<file path="src/rtl/job_sequencer_if.sv">
// job_sequencer_if: job control, shapool round reporting and host result handshake bundle.
interface job_sequencer_if #(
  parameter int N_CORES     = 8,
  parameter int NONCE_WIDTH = 32
);
  logic                   job_load;
  logic                   core_reset_n;
  logic                   round_done;
  logic [N_CORES-1:0]     match_flags;
  logic [NONCE_WIDTH-1:0] nonce;
  logic                   result_valid;
  logic [N_CORES-1:0]     result_flags;
  logic [NONCE_WIDTH-1:0] result_nonce;
  logic                   exhausted;
  logic                   result_ack;
  logic                   busy;
  logic [31:0]            round_count;
  modport master (
    output job_load, round_done, match_flags, nonce, result_ack,
    input  core_reset_n, result_valid, result_flags, result_nonce, exhausted, busy, round_count
  );
  modport slave (
    input  job_load, round_done, match_flags, nonce, result_ack,
    output core_reset_n, result_valid, result_flags, result_nonce, exhausted, busy, round_count
  );
endinterface

</file>
<file path="src/rtl/job_sequencer.sv">
// job_sequencer: warms up the shapool cores, runs rounds until a match or nonce exhaustion, holds the outcome for the host.
// Optional ROUND_COUNTER_EN adds a saturating per-job round counter; otherwise round_count is tied to 0.
module job_sequencer #(
  parameter int N_CORES       = 8,
  parameter int NONCE_WIDTH   = 32,
  parameter int WARMUP_CYCLES = 4
) (
  input logic             clk,
  input logic             reset_n,
  job_sequencer_if.slave  bus
);
  typedef enum logic [2:0] {IDLE, WARMUP, RUN, FOUND, EXHAUSTED} state_t;
  localparam logic [7:0] WLOAD = 8'(WARMUP_CYCLES - 1);
  state_t                 r_state, w_next;
  logic [7:0]             r_wcnt, w_wcnt;
  logic                   w_accept, w_found, w_abort;
  logic                   r_core_reset_n, r_busy, r_result_valid, r_exhausted;
  logic [N_CORES-1:0]     r_result_flags;
  logic [NONCE_WIDTH-1:0] r_result_nonce;
  assign w_accept = r_state == RUN && bus.round_done && !bus.job_load;
  assign w_found  = w_accept && |bus.match_flags;
  assign w_abort  = bus.job_load && (r_state == WARMUP || r_state == RUN);
  always_comb begin
    w_next = r_state;
    w_wcnt = r_wcnt;
    if (bus.job_load) begin
      w_next = WARMUP;
      w_wcnt = WLOAD;
    end else begin
      case (r_state)
        WARMUP: begin
          w_next = r_wcnt == 8'd0 ? RUN : WARMUP;
          w_wcnt = r_wcnt == 8'd0 ? r_wcnt : r_wcnt - 8'd1;
        end
        RUN:             w_next = w_found ? FOUND : (w_accept && &bus.nonce) ? EXHAUSTED : RUN;
        FOUND, EXHAUSTED: w_next = bus.result_ack ? IDLE : r_state;
        default:         w_next = r_state;
      endcase
    end
  end
  // an abort out of WARMUP/RUN drops core_reset_n for the first cycle of the restarted warmup
  always_ff @(posedge clk or negedge reset_n) begin
    if (!reset_n) begin
      r_state        <= IDLE;
      r_wcnt         <= 8'd0;
      r_core_reset_n <= 1'b0;
      r_busy         <= 1'b0;
      r_result_valid <= 1'b0;
      r_exhausted    <= 1'b0;
      r_result_flags <= '0;
      r_result_nonce <= '0;
    end else begin
      r_state        <= w_next;
      r_wcnt         <= w_wcnt;
      r_core_reset_n <= (w_next == WARMUP || w_next == RUN) && !w_abort;
      r_busy         <= w_next == WARMUP || w_next == RUN;
      r_result_valid <= w_next == FOUND;
      r_exhausted    <= w_next == EXHAUSTED;
      if (w_found) begin
        r_result_flags <= bus.match_flags;
        r_result_nonce <= bus.nonce;
      end
    end
  end
  assign bus.core_reset_n = r_core_reset_n;
  assign bus.busy         = r_busy;
  assign bus.result_valid = r_result_valid;
  assign bus.exhausted    = r_exhausted;
  assign bus.result_flags = r_result_flags;
  assign bus.result_nonce = r_result_nonce;
`ifdef ROUND_COUNTER_EN
  logic [31:0] r_round_count;
  always_ff @(posedge clk or negedge reset_n) begin
    if (!reset_n) r_round_count <= 32'd0;
    else if (bus.job_load) r_round_count <= 32'd0;
    else if (w_accept && r_round_count != 32'hFFFF_FFFF) r_round_count <= r_round_count + 32'd1;
  end
  assign bus.round_count = r_round_count;
`else
  assign bus.round_count = 32'd0;
`endif
endmodule
</file>
<file path="src/flat_wrapper.sv">
// flat-port wrapper written by rule: the top's interface ports become plain ports
module job_sequencer_flat 
#(
  parameter int N_CORES       = 8,
  parameter int NONCE_WIDTH   = 32,
  parameter int WARMUP_CYCLES = 4
)
  (clk, reset_n, bus_job_load, bus_round_done, bus_match_flags, bus_nonce, bus_result_ack, bus_core_reset_n, bus_result_valid, bus_result_flags, bus_result_nonce, bus_exhausted, bus_busy, bus_round_count);
  job_sequencer_if #(.N_CORES(N_CORES), .NONCE_WIDTH(NONCE_WIDTH)) bus_i ();
  input logic clk;
  input logic reset_n;
  input wire logic [$bits(bus_i.job_load)-1:0] bus_job_load;
  input wire logic [$bits(bus_i.round_done)-1:0] bus_round_done;
  input wire logic [$bits(bus_i.match_flags)-1:0] bus_match_flags;
  input wire logic [$bits(bus_i.nonce)-1:0] bus_nonce;
  input wire logic [$bits(bus_i.result_ack)-1:0] bus_result_ack;
  output wire logic [$bits(bus_i.core_reset_n)-1:0] bus_core_reset_n;
  output wire logic [$bits(bus_i.result_valid)-1:0] bus_result_valid;
  output wire logic [$bits(bus_i.result_flags)-1:0] bus_result_flags;
  output wire logic [$bits(bus_i.result_nonce)-1:0] bus_result_nonce;
  output wire logic [$bits(bus_i.exhausted)-1:0] bus_exhausted;
  output wire logic [$bits(bus_i.busy)-1:0] bus_busy;
  output wire logic [$bits(bus_i.round_count)-1:0] bus_round_count;
  assign bus_i.job_load = bus_job_load;
  assign bus_i.round_done = bus_round_done;
  assign bus_i.match_flags = bus_match_flags;
  assign bus_i.nonce = bus_nonce;
  assign bus_i.result_ack = bus_result_ack;
  assign bus_core_reset_n = bus_i.core_reset_n;
  assign bus_result_valid = bus_i.result_valid;
  assign bus_result_flags = bus_i.result_flags;
  assign bus_result_nonce = bus_i.result_nonce;
  assign bus_exhausted = bus_i.exhausted;
  assign bus_busy = bus_i.busy;
  assign bus_round_count = bus_i.round_count;
  job_sequencer #(.N_CORES(N_CORES), .NONCE_WIDTH(NONCE_WIDTH), .WARMUP_CYCLES(WARMUP_CYCLES)) u_core (.clk(clk), .reset_n(reset_n), .bus(bus_i));
endmodule
</file>
<file path="config.mk">
export PLATFORM = sky130hd
export DESIGN_NAME = job_sequencer_flat
export DESIGN_NICKNAME = d
export VERILOG_FILES = /design/src/rtl/job_sequencer_if.sv /design/src/rtl/job_sequencer.sv /design/src/flat_wrapper.sv
export SDC_FILE = /design/constraint.sdc
export NUM_CORES = 1
export LEC_CHECK = 0
export CORE_MARGIN = 3
export CORE_UTILIZATION = 44
export CTS_BUF_LIST = sky130_fd_sc_hd__clkbuf_16
export DETAILED_ROUTE_END_ITERATION = 8
export GPL_TIMING_DRIVEN = 1
export HOLD_SLACK_MARGIN = 0.12
export PLACE_DENSITY = 0.95
export SETUP_SLACK_MARGIN = 0.2
export SYNTH_ARGS = -nofsm -noshare
export SYNTH_HDL_FRONTEND = slang
export SYNTH_SLANG_ARGS = --single-unit
</file>
<file path="constraint.sdc">
create_clock -name clk -period 3.05 [get_ports clk]
set_clock_uncertainty 0.15 [all_clocks]
set_input_delay 0.61 -clock clk [delete_from_list [all_inputs] [get_ports clk]]
set_output_delay 0.61 -clock clk [all_outputs]
set_load 0.03 [all_outputs]
</file>
### Word level (Yosys, flattened, before mapping)

Cells that the tools add are included.

| operators by class | value |
|---|---|
| muxes and demuxes | 9 |
| $add $sub $neg | 1 |
| equal/unequal tests | 9 |
| reduce and logical (&&, ||, !) cells | 16 |

Operators with widths:

| kind | count |
|---|---|
| 32-bit AND reduction | 1 |
| 8-bit 2-to-1 mux | 3 |
| 3-bit by 2-bit equality test with 1-bit output, second input constant | 4 |
| 3-bit 2-to-1 mux | 4 |
| 3-bit case mux with 3 select lines | 1 |
| 8-bit zero test | 1 |
| 8-bit OR reduction | 1 |
| 8-bit by 1-bit subtractor with 8-bit output, second input constant | 1 |
| 3-bit by 1-bit equality test with 1-bit output, second input constant | 2 |
| 3-bit equality test, second input constant | 2 |
| 1-bit logical AND | 6 |
| 1-bit zero test | 2 |
| 1-bit logical OR | 2 |
| 2-bit 2-to-1 mux | 1 |
| 2-bit != test, second input constant | 1 |
| 2-bit AND reduction | 1 |
| 2-bit nonzero test | 1 |
| 2-bit OR reduction | 1 |

| storage, ports and cells | value |
|---|---|
| register bits | 55 |
| bits of input ports | 45 |

### Depth between registers and ports, before layout

| logic depth | value |
|---|---|
| depth after elaboration | 11 |
| depth in mapped cells | 8 |

### Worst setup path before layout

Ideal clock, no wire load.

| timing path | value |
|---|---|
| path type | input port to flip-flop |
| from | in bus_match_flags[7] |
| to | reg u_core.r_result_flags[0] (netlist: u_core.bus.result_flags[0]) |
| buffers on the path | 1 |
| library setup time | 125 ps |
| arrival | 1976 ps |
| stages | 4 |
| data required time | 2775 ps |
| path slack | 799 ps |
| cells stage by stage | or4_1 o211ai_2 buf_2 mux2_2 |

| on the way | value |
|---|---|
| cells in the longest elaborated chain, start to end | 2 |

Ends and longest elaborated chain:

| element | line | source |
|---|---|---|
| start, declared | flat_wrapper.sv:14 | `input wire logic [$bits(bus_i.match_flags)-1:0] bus_match_flags;` |
| 8-bit OR reduction | job_sequencer.sv:21 | `assign w_found = w_accept && \|bus.match_flags;` |
| 1-bit logical AND | job_sequencer.sv:21 |  |
| end signal, assigned | job_sequencer.sv:60 | `r_result_flags <= bus.match_flags;` |
| end, declared | job_sequencer.sv:18 | `logic [N_CORES-1:0] r_result_flags;` |

Every way passes these cells.
A chain may end at the register's enable or synchronous reset.

### Worst setup path after layout

| timing path | value |
|---|---|
| from | in bus_job_load |
| to | reg u_core.r_busy (netlist: u_core.bus.busy) |

| on the way | value |
|---|---|
| elaborated cells on any way between the ends | 11 |

RTL lines:

| element | line | source |
|---|---|---|
| start, declared | flat_wrapper.sv:12 | `input wire logic [$bits(bus_i.job_load)-1:0] bus_job_load;` |
| 1-bit zero test | job_sequencer.sv:20 | `assign w_accept = r_state == RUN && bus.round_done && !bus.job_load;` |
| 1-bit logical AND | job_sequencer.sv:20 |  |
| 1-bit logical AND | job_sequencer.sv:21 |  |
| 3-bit 2-to-1 mux | job_sequencer.sv:35 | `RUN: w_next = w_found ? FOUND : (w_accept && &bus.nonce) ? EXHAUSTED : RUN;` |
| 3-bit case mux with 3 select lines | job_sequencer.sv:30 | `case (r_state)` |
| 3-bit 2-to-1 mux (*) | job_sequencer.sv:26 | `if (bus.job_load) begin` |
| via u_core.w_next[0] | job_sequencer.sv:14 | `state_t r_state, w_next;` |
| 3-bit by 1-bit equality test with 1-bit output / 3-bit by 2-bit equality test with 1-bit output (equally long branches) | job_sequencer.sv:56 | `r_busy <= w_next == WARMUP \|\| w_next == RUN;` |
| 1-bit logical OR (*) | job_sequencer.sv:56 |  |
| end signal, assigned | job_sequencer.sv:47 | `r_busy <= 1'b0;` |
| end signal, assigned | job_sequencer.sv:56 |  |
| end, declared | job_sequencer.sv:17 | `logic r_core_reset_n, r_busy, r_result_valid, r_exhausted;` |

The timed path passes the listed nets; every way through them passes the cells marked *.

==> flow_summary_export.csv <==
group,metric,value,unit
synthesis,synth_top_area_share,53.1,%
global_routing,overflow,0,
sta,worst_slack,484,ps
final_layout,syn_to_final_growth,40.6,%
power_and_ir_drop,power,2.53,mW
power_and_ir_drop,internal-power,1.67,mW
final_layout,nets,350,
setup_path,crit_required,3100,ps
setup_path,rr_worst_depth,7,
place,gp_congestion,0.785,
clock_tree,cts_setup_buffers,0,
floorplanning,initial_core_util,46.2,%
clock_tree,cts_tree,"done",
routing,drt_pass1_iterations,4,
clock_tree,htree_levels,2,
sta,slew_headroom,44.7,%
sta,finalSetupViolations,0,
routing,via_count,1833,
final_layout,diodes,0,
final_layout,final_common_cell,"clkdlybuf4s50_1",
routing,vias_per_cell,4.86,
place,port_buffers,88,
power_and_ir_drop,p_leak,1.72,nW
final_layout,final_cell_mix,"87 x clkdlybuf4s50_1, 55 x dfrtp_1, 40 x mux2_2",
setup_path,r2r_start,"u_core.r_wcnt[0]",
synthesis,synth.distinct_cells,36,
synthesis,netlist_instances,211,
synthesis,ys_seq_elements,55,
clock_tree,hold_buffers,0,
power_and_ir_drop,sw_frac_of_total,34.0,%
clock_tree,clkTransAtPathRegs,70,ps
sta,tightest_slew,829,ps
synthesis,ys_warn_count,0,
sta,grt_setup_unrepaired,"false",
clock_tree,tritoncts_num_sinks,55,
power_and_ir_drop,cellPowerDensity,696,nW/um^2
sta,finalCritPeriodShare,84.1,%
floorplanning,dieArea,6850,sq um
final_layout,fillCellCount,445,
setup_path,crit_path_start_kind,"primary input",
floorplanning,die_w,82.7,um
synthesis,synth.area.top_cells,"dfrtp_1 53%, mux2_2 17%, buf_4 9.3%",
final_layout,seqCellArea,1380,sq um
setup_path,critPathCaptureType,"flop",
sta,min_period,2570,ps
min_path,hold_class,"in -> async",
synthesis,syn_area,2590,sq um
floorplanning,ioPinCount,121,
power_and_ir_drop,seq_power_share,38.4,%
global_routing,grt_max_degree,39,
setup_path,crit_fanout,9,
setup_path,arrival,2620,ps
clock_tree,cts_resized,0,
place,dpl_cell_area,3470,sq um
sta,fmax,0.390,GHz
place,dp_slack,225,ps
power_and_ir_drop,clkPwrFrac,25.1,%
power_and_ir_drop,max-vdd-ir-drop,0.365,mV
sta,finalSetupTns,0,ps
synthesis,syn_area_per_cell,12.3,sq um
clock_tree,clk_path_buf_depth,2,
synthesis,ys_seq_area_share,53.1,%
routing,drtIter0Drc,113,
global_routing,antenna_found_initial,0,
power_and_ir_drop,power.net_switching,861,uW
flow_run,drv_cap,0,
floorplanning,rows,27,
clock_tree,cts-buffers-inserted,5,
global_routing,grt.total_usage,17.5,%
clock_tree,root_buffer,"clkbuf_16",
synthesis,yosysTopAreaCell,"dfrtp_1",
setup_path,r2r-end,"u_core.bus.busy",
global_routing,grt_pass1_wl,8940,um
routing,wire_per_inst,15.1,um
global_routing,grt_pass1_vias,1869,
floorplanning,fp.dieH,82.7,um
power_and_ir_drop,combPwrFrac,36.5,%
final_layout,multiInputGateArea,1050,sq um
place,place_hpwl,4490,um
setup_path,r2r_slack,870,ps
final_layout,stdcell_area,3640,sq um
sta,finalMaxSlewViolations,0,
floorplanning,core,5610,sq um
routing,totalWireLength,5700,um
sta,finalHoldViolations,0,
routing,drtAntennaViolNets,0,
clock_tree,clkLatencyLatePin,290,ps
outcome,status,"complete, no violations",
routing,route.detailed.drc,0,
final_layout,drive_gt1_share,19.0,%
setup_path,crit_type,"in -> reg",
-- state kept, by name, summed over array words and instances (netlist names) --
signal,cells
u_core.r_wcnt,8
u_core.bus.result_nonce,32
u_core.bus.busy,1
u_core.bus.result_flags,8
u_core.r_state,3
u_core.bus.core_reset_n,1
u_core.bus.result_valid,1
u_core.bus.exhausted,1
-- metal layers --
metal	routed length [um]	GRT usage, %	part of all wire (%)	vias to the layer above
met5	0	0	0	-
met4	53	4.41	0.93	0
met3	446	5.53	7.8	6
met2	3030	31.4	53	73
met1	2170	20.2	38	891
li1	-	-	-	863
-- cell families (layout without fill, tap and decap cells) --
logic type | Yosys count | after routing | share of synthesized area, %
adders and majority gates | 1 | 1 | 0.483
DFF | 55 | 55 | 53.1
buffers and inverters | 44 | 107 | 11.3
other | 1 | 32 | 0.145
AOI/OAI and AO/OA | 9 | 9 | 2.80
and+or+nand+nor | 50 | 50 | 10.9
muxes | 43 | 43 | 18.5
xor gates and xnor gates | 8 | 8 | 2.70
-- area by class of cell --
type / count / share of cell area, %
clock buffers: 5 / 3.44
well taps: 72 / 2.47
multi-input cells: 143 / 28.8
repair buffers: 93 / 25.8
flip-flops and latches: 55 / 37.8
clock inverters: 3 / 1.17
inverters: 6 / 0.618
-- worst max path at each step --
stage | end | slack [ps] | from
after global placement | u_core.bus.busy | 290 | bus_match_flags[7]
after global routing | u_core.bus.busy | 400 | bus_job_load
final | u_core.bus.busy | 480 | bus_job_load
after floorplan | u_core.bus.result_flags[0] | 800 | bus_match_flags[7]
after detailed placement | u_core.bus.busy | 230 | bus_match_flags[7]
after CTS | u_core.bus.busy | 520 | bus_job_load
-- worst max-delay path: stages --
cell and delay, ps:
clkdlybuf4s50_1 420, buf_4 180, nor4b_2 520, o211ai_4 210
and4_1 270, inv_1 100, nand3_1 90, mux2i_1 200
-- synth_stat cells --
cell,count
nor3b_1,1
xor2_1,5
nor4b_2,1
a21oi_1,1
o211ai_1,1
or3_1,1
inv_2,1
and4_1,1
buf_2,6
or4b_1,1
inv_1,5
o311ai_0,1
mux2i_1,3
and3_1,1
nand4b_1,1
mux2_2,40
o21ai_0,1
nand3_1,5
nor2_1,10
ha_1,1
dfrtp_1,55
or4_1,2
nor3_1,4
a21bo_2,1
conb_1,1
a21oi_2,1
nor2b_1,1
nor4b_1,1
xnor2_1,3
nand2_1,7
nand4_1,10
nor4_1,3
a21boi_1,1
o211ai_2,1
buf_4,32
a21boi_0,1
-- power groups by stage --
stage	sequential [mW]	combinational [mW]	clock, mW
after floorplan	1.18	0.382	0
after global placement	0.980	0.903	0
after detailed placement	0.984	0.925	0
after CTS	0.973	0.931	0.651
after global routing	0.996	0.992	0.682
final	0.974	0.925	0.635
-- per-stage QoR --
stage	hold slack (ps)	cells	utilization [%]
after floorplan	164	242	-
after global placement	338	369	62.0
after detailed placement	341	369	62.0
after CTS	291	377	64.9
after global routing	336	377	64.9
final	271	377	64.9
(Power assumes the default switching activity.)
